<file path="config.mk">
export PLATFORM = sky130hd
export DESIGN_NAME = large_number_scheduler_flat
export DESIGN_NICKNAME = d
export VERILOG_FILES = /design/src/rtl/large_number_scheduler_pkg.sv /design/src/rtl/large_number_scheduler_if.sv /design/src/rtl/large_number_scheduler_arbiter.sv /design/src/rtl/large_number_scheduler.sv /design/src/flat_wrapper.sv
export SDC_FILE = /design/constraint.sdc
export NUM_CORES = 1
export LEC_CHECK = 0
export ABC_CLOCK_PERIOD_IN_PS = 3900
export CAP_MARGIN = 10
export CORE_UTILIZATION = 44
export DETAILED_ROUTE_END_ITERATION = 10
export GPL_TIMING_DRIVEN = 0
export PLACE_DENSITY = 0.81
export SLEW_MARGIN = 20
export SYNTH_ARGS = -nofsm -noshare
export SYNTH_HDL_FRONTEND = slang
export SYNTH_SLANG_ARGS = --single-unit
</file>
<file path="constraint.sdc">
create_clock -name clk -period 3.9 [get_ports clk]
set_clock_uncertainty 0.1 [all_clocks]
set_input_delay 0.78 -clock clk [delete_from_list [all_inputs] [get_ports clk]]
set_output_delay 0.78 -clock clk [all_outputs]
set_load 0.005 [all_outputs]
</file>
<file path="src/rtl/large_number_scheduler_pkg.sv">
`default_nettype none
// ---------------------------------------------------------------------------
// large_number_sched_types : shared types/constants for large_number_scheduler
// Rev 1.0 - initial release
// ---------------------------------------------------------------------------
package large_number_sched_types;

  localparam int NREQ_DEF   = 4;
  localparam int DATA_W_DEF = 7;
  localparam int STAT_W     = 16;

  typedef enum logic [1:0] {
    IDLE = 2'd0,
    EVAL = 2'd1,
    RESP = 2'd2
  } sched_state_t;

  typedef logic signed [DATA_W_DEF-1:0] operand_t;

endpackage
`default_nettype wire

</file>
<file path="src/rtl/large_number_scheduler_if.sv">
`default_nettype none
// ---------------------------------------------------------------------------
// large_number_scheduler_if : requester, shared-unit and response signals
// Rev 1.0 - initial release
// ---------------------------------------------------------------------------
interface large_number_scheduler_if
  import large_number_sched_types::*;
#(
  parameter int NREQ   = NREQ_DEF,
  parameter int DATA_W = DATA_W_DEF
);
  localparam int ID_W = (NREQ > 1) ? $clog2(NREQ) : 1;

  logic [NREQ-1:0]        req_valid;
  logic [NREQ*DATA_W-1:0] req_data;
  logic [NREQ-1:0]        req_ready;
  logic [DATA_W-1:0]      eval_data;
  logic                   eval_result;
  logic                   rsp_valid;
  logic [ID_W-1:0]        rsp_id;
  logic                   rsp_bit;
  logic                   rsp_ready;

  // master: requesters, shared unit and response consumer
  modport master (
    output req_valid, req_data, eval_result, rsp_ready,
    input  req_ready, eval_data, rsp_valid, rsp_id, rsp_bit
  );

  // slave: the scheduler
  modport slave (
    input  req_valid, req_data, eval_result, rsp_ready,
    output req_ready, eval_data, rsp_valid, rsp_id, rsp_bit
  );

endinterface
`default_nettype wire

</file>
<file path="src/rtl/large_number_scheduler_arbiter.sv">
`default_nettype none
// ---------------------------------------------------------------------------
// large_number_rr_arbiter : combinational round-robin pick starting at ptr_i
// Rev 1.0 - initial release
// ---------------------------------------------------------------------------
module large_number_rr_arbiter #(
  parameter int NREQ = 4,
  parameter int ID_W = (NREQ > 1) ? $clog2(NREQ) : 1
) (
  input  logic [NREQ-1:0] req_i,
  input  logic [ID_W-1:0] ptr_i,
  output logic [NREQ-1:0] grant_o,
  output logic [ID_W-1:0] grant_id_o
);

  logic [ID_W-1:0] idx;
  logic            found;

  // NREQ is a power of two, so the ID_W-bit add wraps naturally
  always_comb begin
    grant_o    = '0;
    grant_id_o = '0;
    found      = 1'b0;
    idx        = '0;
    for (int k = 0; k < NREQ; k++) begin
      idx = ptr_i + ID_W'(k);
      if (!found && req_i[idx]) begin
        found        = 1'b1;
        grant_o[idx] = 1'b1;
        grant_id_o   = idx;
      end
    end
  end

endmodule
`default_nettype wire

</file>
<file path="src/rtl/large_number_scheduler.sv">
`default_nettype none
// ---------------------------------------------------------------------------
// large_number_scheduler : round-robin sharing of one evaluation unit
// Optional stat counters: LARGE_NUMBER_SCHED_STATS_EN.  Rev 1.0
// ---------------------------------------------------------------------------
module large_number_scheduler
  import large_number_sched_types::*;
#(
  parameter int NREQ   = NREQ_DEF,
  parameter int DATA_W = DATA_W_DEF
) (
  input  logic                    clk,
  input  logic                    rst,
  large_number_scheduler_if.slave bus
`ifdef LARGE_NUMBER_SCHED_STATS_EN
  ,
  output logic [STAT_W-1:0]       stat_total,
  output logic [STAT_W-1:0]       stat_true
`endif
);

  localparam int ID_W = (NREQ > 1) ? $clog2(NREQ) : 1;

  sched_state_t      state_q, state_d;
  logic [ID_W-1:0]   ptr_q, ptr_d;
  logic [ID_W-1:0]   owner_q, owner_d;
  logic [DATA_W-1:0] eval_q, eval_d;
  logic              res_q, res_d;
  logic [NREQ-1:0]   grant;
  logic [ID_W-1:0]   grant_id;

  large_number_rr_arbiter #(.NREQ(NREQ), .ID_W(ID_W)) u_arb (
    .req_i      (bus.req_valid),
    .ptr_i      (ptr_q),
    .grant_o    (grant),
    .grant_id_o (grant_id)
  );

  always_ff @(posedge clk) begin
    if (rst) begin
      state_q <= IDLE;
      ptr_q   <= '0;
      owner_q <= '0;
      eval_q  <= '0;
      res_q   <= 1'b0;
    end else begin
      state_q <= state_d;
      ptr_q   <= ptr_d;
      owner_q <= owner_d;
      eval_q  <= eval_d;
      res_q   <= res_d;
    end
  end

  always_comb begin
    state_d = state_q;
    ptr_d   = ptr_q;
    owner_d = owner_q;
    eval_d  = eval_q;
    res_d   = res_q;
    unique case (state_q)
      IDLE: begin
        if (|grant) begin
          eval_d  = bus.req_data[int'(grant_id)*DATA_W +: DATA_W];
          owner_d = grant_id;
          state_d = EVAL;
        end
      end
      EVAL: begin
        res_d   = bus.eval_result;
        state_d = RESP;
      end
      RESP: begin
        if (bus.rsp_ready) begin
          ptr_d   = owner_q + ID_W'(1);
          state_d = IDLE;
        end
      end
      default: state_d = IDLE;
    endcase
  end

  // the grant is masked while rst is high so nothing is accepted during reset
  assign bus.req_ready = (state_q == IDLE && !rst) ? grant : '0;
  assign bus.eval_data = eval_q;
  assign bus.rsp_valid = (state_q == RESP);
  assign bus.rsp_id    = owner_q;
  assign bus.rsp_bit   = res_q;

`ifdef LARGE_NUMBER_SCHED_STATS_EN
  logic [STAT_W-1:0] total_q, true_q;
  logic              accept;

  assign accept = (state_q == RESP) && bus.rsp_ready;

  always_ff @(posedge clk) begin
    if (rst) begin
      total_q <= '0;
      true_q  <= '0;
    end else if (accept) begin
      if (total_q != '1) total_q <= total_q + STAT_W'(1);
      if (res_q && true_q != '1) true_q <= true_q + STAT_W'(1);
    end
  end

  assign stat_total = total_q;
  assign stat_true  = true_q;
`endif

endmodule
`default_nettype wire

</file>
<file path="src/flat_wrapper.sv">
// flat-port wrapper written by rule: the top's interface ports become plain ports
module large_number_scheduler_flat import large_number_sched_types::*;
#(
  parameter int NREQ   = NREQ_DEF,
  parameter int DATA_W = DATA_W_DEF
)
  (clk, rst, bus_req_valid, bus_req_data, bus_eval_result, bus_rsp_ready, bus_req_ready, bus_eval_data, bus_rsp_valid, bus_rsp_id, bus_rsp_bit);
  large_number_scheduler_if #(.NREQ(NREQ), .DATA_W(DATA_W)) bus_i ();
  input  logic clk;
  input  logic rst;
  input wire logic [$bits(bus_i.req_valid)-1:0] bus_req_valid;
  input wire logic [$bits(bus_i.req_data)-1:0] bus_req_data;
  input wire logic [$bits(bus_i.eval_result)-1:0] bus_eval_result;
  input wire logic [$bits(bus_i.rsp_ready)-1:0] bus_rsp_ready;
  output wire logic [$bits(bus_i.req_ready)-1:0] bus_req_ready;
  output wire logic [$bits(bus_i.eval_data)-1:0] bus_eval_data;
  output wire logic [$bits(bus_i.rsp_valid)-1:0] bus_rsp_valid;
  output wire logic [$bits(bus_i.rsp_id)-1:0] bus_rsp_id;
  output wire logic [$bits(bus_i.rsp_bit)-1:0] bus_rsp_bit;
  assign bus_i.req_valid = bus_req_valid;
  assign bus_i.req_data = bus_req_data;
  assign bus_i.eval_result = bus_eval_result;
  assign bus_i.rsp_ready = bus_rsp_ready;
  assign bus_req_ready = bus_i.req_ready;
  assign bus_eval_data = bus_i.eval_data;
  assign bus_rsp_valid = bus_i.rsp_valid;
  assign bus_rsp_id = bus_i.rsp_id;
  assign bus_rsp_bit = bus_i.rsp_bit;
  large_number_scheduler #(.NREQ(NREQ), .DATA_W(DATA_W)) u_core (.clk(clk), .rst(rst), .bus(bus_i));
endmodule
</file>
* After elaboration in Yosys (flattened, before gate mapping)
Index checks and enable logic that the tools add are counted.
** Word-level totals
- Bits in registers :: 14
- Output and inout port bits :: 15
- Logic and storage cells :: 74
** Operators by class
- $add $sub $neg :: 4
- Multipliers :: 1
- Magnitude comparators :: 8
- Eq/ne operators :: 4
- Shifts and indexed selects :: 1
- Mux-type cells :: 31
- Bitwise gates (word level) :: 3
- Reductions and logical operators :: 17
** Operators with widths (count)
- 28-bit by 32-bit variable part select with 7-bit output :: 1
- 4-bit 2-to-1 mux :: 5
- 2-bit by 3-bit less-than comparator with 1-bit output (second input constant) :: 4
- 2-bit 2-to-1 mux :: 6
- 4-bit OR :: 3
- 1-bit 2-to-1 mux :: 11
- 1-bit binary-select mux with 2-bit select :: 4
- 1-bit demux with 2-bit select :: 4
- 2-bit by 1-bit >= comparator with 1-bit output (second input constant) :: 4
- 1-bit logical AND :: 8
- 2-bit case mux with 3 select lines :: 1
- 2-bit AND reduction :: 3
- 2-bit by 3-bit multiplier with 5-bit output (second input constant) :: 1
- 2-bit by 1-bit adder with 2-bit output (second input constant) :: 2
- 2-bit adder (second input constant) :: 2
- 1-bit zero test :: 4
- 4-bit OR reduction :: 1
- 2-bit by 1-bit == test with 1-bit output (second input constant) :: 1
- 2-bit == test (second input constant) :: 1
- 2-bit zero test :: 1
- 2-bit by 1-bit inequality test with 1-bit output (second input constant) :: 1
- 2-bit inequality test (second input constant) :: 1

* Longest topological paths before layout
- Word-level depth :: 15
- Gate-level depth with buffers :: 12

* Modules after synthesis
Synthesis repeated with hierarchy kept, for this count alone.
** Second synthesis, totals
- Cells, all modules :: 124
- Area total of the unflattened synthesis :: 1207.4 sq um
** Modules (own cells, without submodules)
- large_number_scheduler :: times used 1, cells an instance 76, area each 768.2 sq um, seq. area each 280.3 sq um
- large_number_rr_arbiter :: times used 1, cells an instance 48, area each 439.2 sq um, seq. area each 0.0 sq um

* Worst setup path before layout
No wires, ideal clock.
- Path kind :: register to output
- Start :: register u_core.ptr_q[0]
- End :: output port bus_req_ready[2]
- Arrival time :: 2.061 ns
- Data required time :: 3.020 ns
- Path slack :: 0.959 ns
- Stages on the path, launching flop included :: 9
- Path buffers :: 1
- Cells stage by stage :: dfxtp_1 buf_6 inv_1 ha_1 or3b_1 a2111o_1 nand3_1 a221oi_1 nor2_1
** On the way
- Cells in the longest elaborated chain, start to end :: 13
** Ends and longest elaborated chain
- from (decl) :: line large_number_scheduler.sv:25 : logic [ID_W-1:0] ptr_q, ptr_d;
- from (signal assigned) :: line large_number_scheduler.sv:48 : ptr_q <= ptr_d;
- parallel branches: the longest is 11 deep, another holds 2-bit by 3-bit less-than comparator with 1-bit output
- 4-bit 2-to-1 mux (*) :: line large_number_scheduler_arbiter.sv:27 : if (!found && req_i[idx]) begin
- 4-bit 2-to-1 mux (*) :: line large_number_scheduler.sv:84 : assign bus.req_ready = (state_q == IDLE && !rst) ? grant : '0;
- to (decl) :: line flat_wrapper.sv:15 : output wire logic [$bits(bus_i.req_ready)-1:0] bus_req_ready;
Mark *: on every way between the ends. The select of a mux whose other input is x is not followed.

* Worst setup path in the final report
- Start :: input port bus_req_valid[2]
- End :: output port bus_req_ready[2]
** On the way
- Cells in the longest elaborated chain, start to end :: 13
** Ends and longest elaborated chain
- from (decl) :: line flat_wrapper.sv:11 : input wire logic [$bits(bus_i.req_valid)-1:0] bus_req_valid;
- 1-bit binary-select mux with 2-bit select :: line large_number_scheduler_arbiter.sv:27
- 1-bit 2-to-1 mux (implied by the code) :: line large_number_scheduler_arbiter.sv:27
- 1-bit 2-to-1 mux :: line large_number_scheduler_arbiter.sv:27
- 1-bit zero test :: line large_number_scheduler_arbiter.sv:27
- 1-bit logical AND :: line large_number_scheduler_arbiter.sv:27
- 1-bit 2-to-1 mux :: line large_number_scheduler_arbiter.sv:27
- 1-bit zero test :: line large_number_scheduler_arbiter.sv:27
- 1-bit logical AND :: line large_number_scheduler_arbiter.sv:27
- 1-bit 2-to-1 mux :: line large_number_scheduler_arbiter.sv:27
- 1-bit zero test :: line large_number_scheduler_arbiter.sv:27
- 1-bit logical AND :: line large_number_scheduler_arbiter.sv:27
- 4-bit 2-to-1 mux (*) :: line large_number_scheduler_arbiter.sv:27
- 4-bit 2-to-1 mux (*) :: line large_number_scheduler.sv:84
Every way passes the cells marked *; elsewhere a longest branch is shown, timed or not. The select of a mux whose other input is x is not followed.

==> impl_metrics.env <==
export IMPL_status="finished clean"
export IMPL_cts_sinks=14
export IMPL_fmax_ghz=0.2580
export IMPL_drv_cap=0
export IMPL_cpLargestDelayFamily="buffers and inverters"
export IMPL_setup_ws_ps=23.62
export IMPL_clk_path_buf_depth=2
export IMPL_finalPower_mw=0.7083
export IMPL_crit_fanout=10
export IMPL_grt_max_degree=11
export IMPL_synth_area_leaders="mux2i_1 24%, dfxtp_1 21%, ha_1 6.7%, nor2_1 5.8%, mux4_2 3.5%"
export IMPL_final_area_um2=2078
export IMPL_timing_final_crit_share_pct=99.39
export IMPL_drc=0
export IMPL_start_util_pct=46.87
export IMPL_ys_warn_count=0
export IMPL_drive_gt1_share_pct=21.76
export IMPL_maxSlewHeadroom_pct=40.75
export IMPL_dp_hpwl_um=2628
export IMPL_end_kind="output pin"
export IMPL_grt_overflow=0
export IMPL_grt_pass1_wl_um=5589
export IMPL_io_pins=51
export IMPL_critical_path_max_stage_delay_ps=480
export IMPL_setup_viol_count_final=0
export IMPL_p_leak_nw=0.8555
export IMPL_hold_ws_ps=406.3
export IMPL_cts_tree="built"
export IMPL_path_cells="clkdlybuf4s50_1 > buf_4 > nor2b_2 > a21oi_2 > a32o_2 > buf_4 > a221oi_2 > nor2_1 > clkdlybuf4s50_1"
export IMPL_synth_nets=194
export IMPL_coreArea_um2=2781
export IMPL_yosysTopAreaCellShare_pct=23.80
export IMPL_die_area_um2=3185
export IMPL_nets=260
export IMPL_fin_tns_setup_ps=0
export IMPL_gp_congestion=0.7686
export IMPL_path_class="in -> out"
export IMPL_drt_initial_drc_count=68
export IMPL_firstDrtPassIters=4
export IMPL_dieHeight_um=56.44
export IMPL_hp_class="reg -> reg"
export IMPL_ir_worst_vdd_v=0.0002568
export IMPL_wirelength_um=3694
export IMPL_final_cells=247
export IMPL_power_per_cell_area_nw_per_um2=340.8
export IMPL_final_hold_viol_count=0
export IMPL_port_buffers=49
export IMPL_globalRouteTotalUtil_pct=21.96
export IMPL_avgSynthCellArea_um2=8.634
export IMPL_grt_pass1_vias=1332
export IMPL_required_ps=3020
export IMPL_crit_path_top_delay_cell="clkdlybuf4s50_1"
export IMPL_wl_per_cell_um=14.96
export IMPL_postSynth_asyncResetShare_pct=0
export IMPL_dpl_cell_area_um2=1833
export IMPL_synth_area_um2=1304
export IMPL_synth_top_area_cell="mux2i_1"
export IMPL_crit_arrival_ps=3000
export IMPL_dr_total_vias=1421
export IMPL_ys_types=40
export IMPL_dp_cells=231
export IMPL_nFillCells=196
export IMPL_slew_violations=0
export IMPL_period_minus_slack_ps=3876
export IMPL_synth_edf_count=0
export IMPL_grt_setup_unrepaired="true"
export IMPL_placementRows=19
export IMPL_cp_start_kind="primary input"
export IMPL_area_growth_syn_to_layout_pct=59.40
export IMPL_synth_flop_cell="dfxtp_1"
export IMPL_final_antenna_net_count=0
export IMPL_syn_inst=151
export IMPL_cp_num_buf_inv=4
export IMPL_clk_pin_slew_ps=90
export IMPL_antenna_cells=0
export IMPL_cts_htree_levels=1
export IMPL_ys_seq_elements=14
export IMPL_antenna_found_initial=0
export IMPL_vias_per_cell=5.753
export IMPL_clkLatencyLatePin_ps=280
export IMPL_synth_sequential_area_ratio_pct=21.50
export IMPL_tightest_slew_ps=883.4
export IMPL_final_core_util_pct=74.72
export IMPL_numCtsBuffers=3
export IMPL_root_buffer="clkbuf_4"
export IMPL_preCtsSetupSlack_ps=-69.80
export IMPL_die_w_um=56.44
==> sequential cells by signal, indices dropped and copies added (netlist names) <==
register,count
u_core.bus.eval_data,7
u_core.state_q,2
u_core.bus.rsp_id,2
u_core.ptr_q,2
u_core.bus.rsp_bit,1
==> path summary, 6_finish.rpt <==
kind / startpoint / end / slack [ps] / depth (start not counted)
max: bus_req_valid[2] / bus_req_ready[2] / 20 / 9
min: u_core.bus.eval_data[3] / u_core.bus.eval_data[3] / 410 / 2
max reg2reg: u_core.ptr_q[1] / u_core.bus.eval_data[2] / 930 / 11
min reg2reg: u_core.bus.eval_data[3] / u_core.bus.eval_data[3] / 410 / 2
==> cells in the final DEF, fill, tap and decap left out, types with 2 or more instances in the layout <==
master,Yosys,final
inv_1,5,3
a21oi_1,6,5
mux2i_1,31,31
buf_2,6,4
nand3b_1,2,2
nor2_1,20,20
a211oi_1,2,2
dfxtp_4,0,2
mux4_2,2,2
a41oi_1,2,2
buf_4,2,16
o21ai_1,0,3
o21ai_0,5,2
o32ai_1,2,2
a221oi_4,0,3
nand2_1,12,11
nand2b_1,4,4
clkdlybuf4s50_1,0,47
dfxtp_1,14,12
clkinvlp_4,0,2
ha_1,7,6
mux2_2,2,2
dlymetal6s2s_1,0,2
clkbuf_4,0,3
==> layer usage <==
| metal | share of wire [%] | global-route usage, % | vias up |
|---|---|---|---|
| li1 | - | - | 683 |
| met1 | 39 | 23.14 | 666 |
| met2 | 51 | 41.34 | 64 |
| met3 | 7.3 | 5.069 | 8 |
| met4 | 2.0 | 8.711 | 0 |
| met5 | 0 | 0 | - |
==> cell usage after synthesis, drive strengths merged (2+ instances only) <==
cell type and count:
a211oi 3, a21oi 6, a221oi 4, a41oi 2, buf 9, dfxtp 14
ha 7, inv 5, mux2 2, mux2i 31, mux4 2, nand2 12
nand2b 4, nand3b 2, nor2 20, nor2b 2, o21ai 5, o32ai 2
==> cell type report <==
| type | instances | area, µm² | area share (%) |
|---|---|---|---|
| plain buffers | 9 | 57.56 | 2.769 |
| clock buffers | 4 | 36.28 | 1.746 |
| multi-input cells | 122 | 1039 | 49.97 |
| inverters | 5 | 26.28 | 1.264 |
| well taps | 31 | 38.79 | 1.866 |
| repair buffers | 62 | 593.1 | 28.54 |
| flip-flops and latches | 14 | 287.8 | 13.85 |
==> report_power, final <==
group	internal, mW	switching [mW]
clock	0.0567	0.0489
combinational	0.229	0.177
sequential	0.173	0.0228
==> worst reg2reg max path: cells and delay by family (launching register included) <==
family,cells,cell delay (ps)
AO/OA/AOI/OAI,4,820
multiplexers,2,570
buffers and inverters,3,540
flip-flops,1,420
adder cells (fa/ha/maj),1,320
AND/OR/NAND/NOR,1,70
==> logic make-up (layout without fill, tap and decap cells) <==
kind of cell | count (synthesis) | count (layout) | share of synthesized area, %
buffers and inverters | 15 | 80 | 6.046
AND/OR/NAND/NOR | 49 | 49 | 17.85
XOR/XNOR | 1 | 1 | 0.6719
multiplexers | 35 | 35 | 28.98
AO/OA/AOI/OAI | 30 | 30 | 18.23
adder cells (fa/ha/maj) | 7 | 7 | 6.718
flip-flops | 14 | 14 | 21.50
==> what timing repair did <==
action,in CTS,in global routing
setup buffers,0,13
hold buffers,0,0
gates resized for setup,8,22
pin swaps,0,2
endpoints found under the setup margin,4,4
Note: power is estimated with default switching activity, not from simulation.
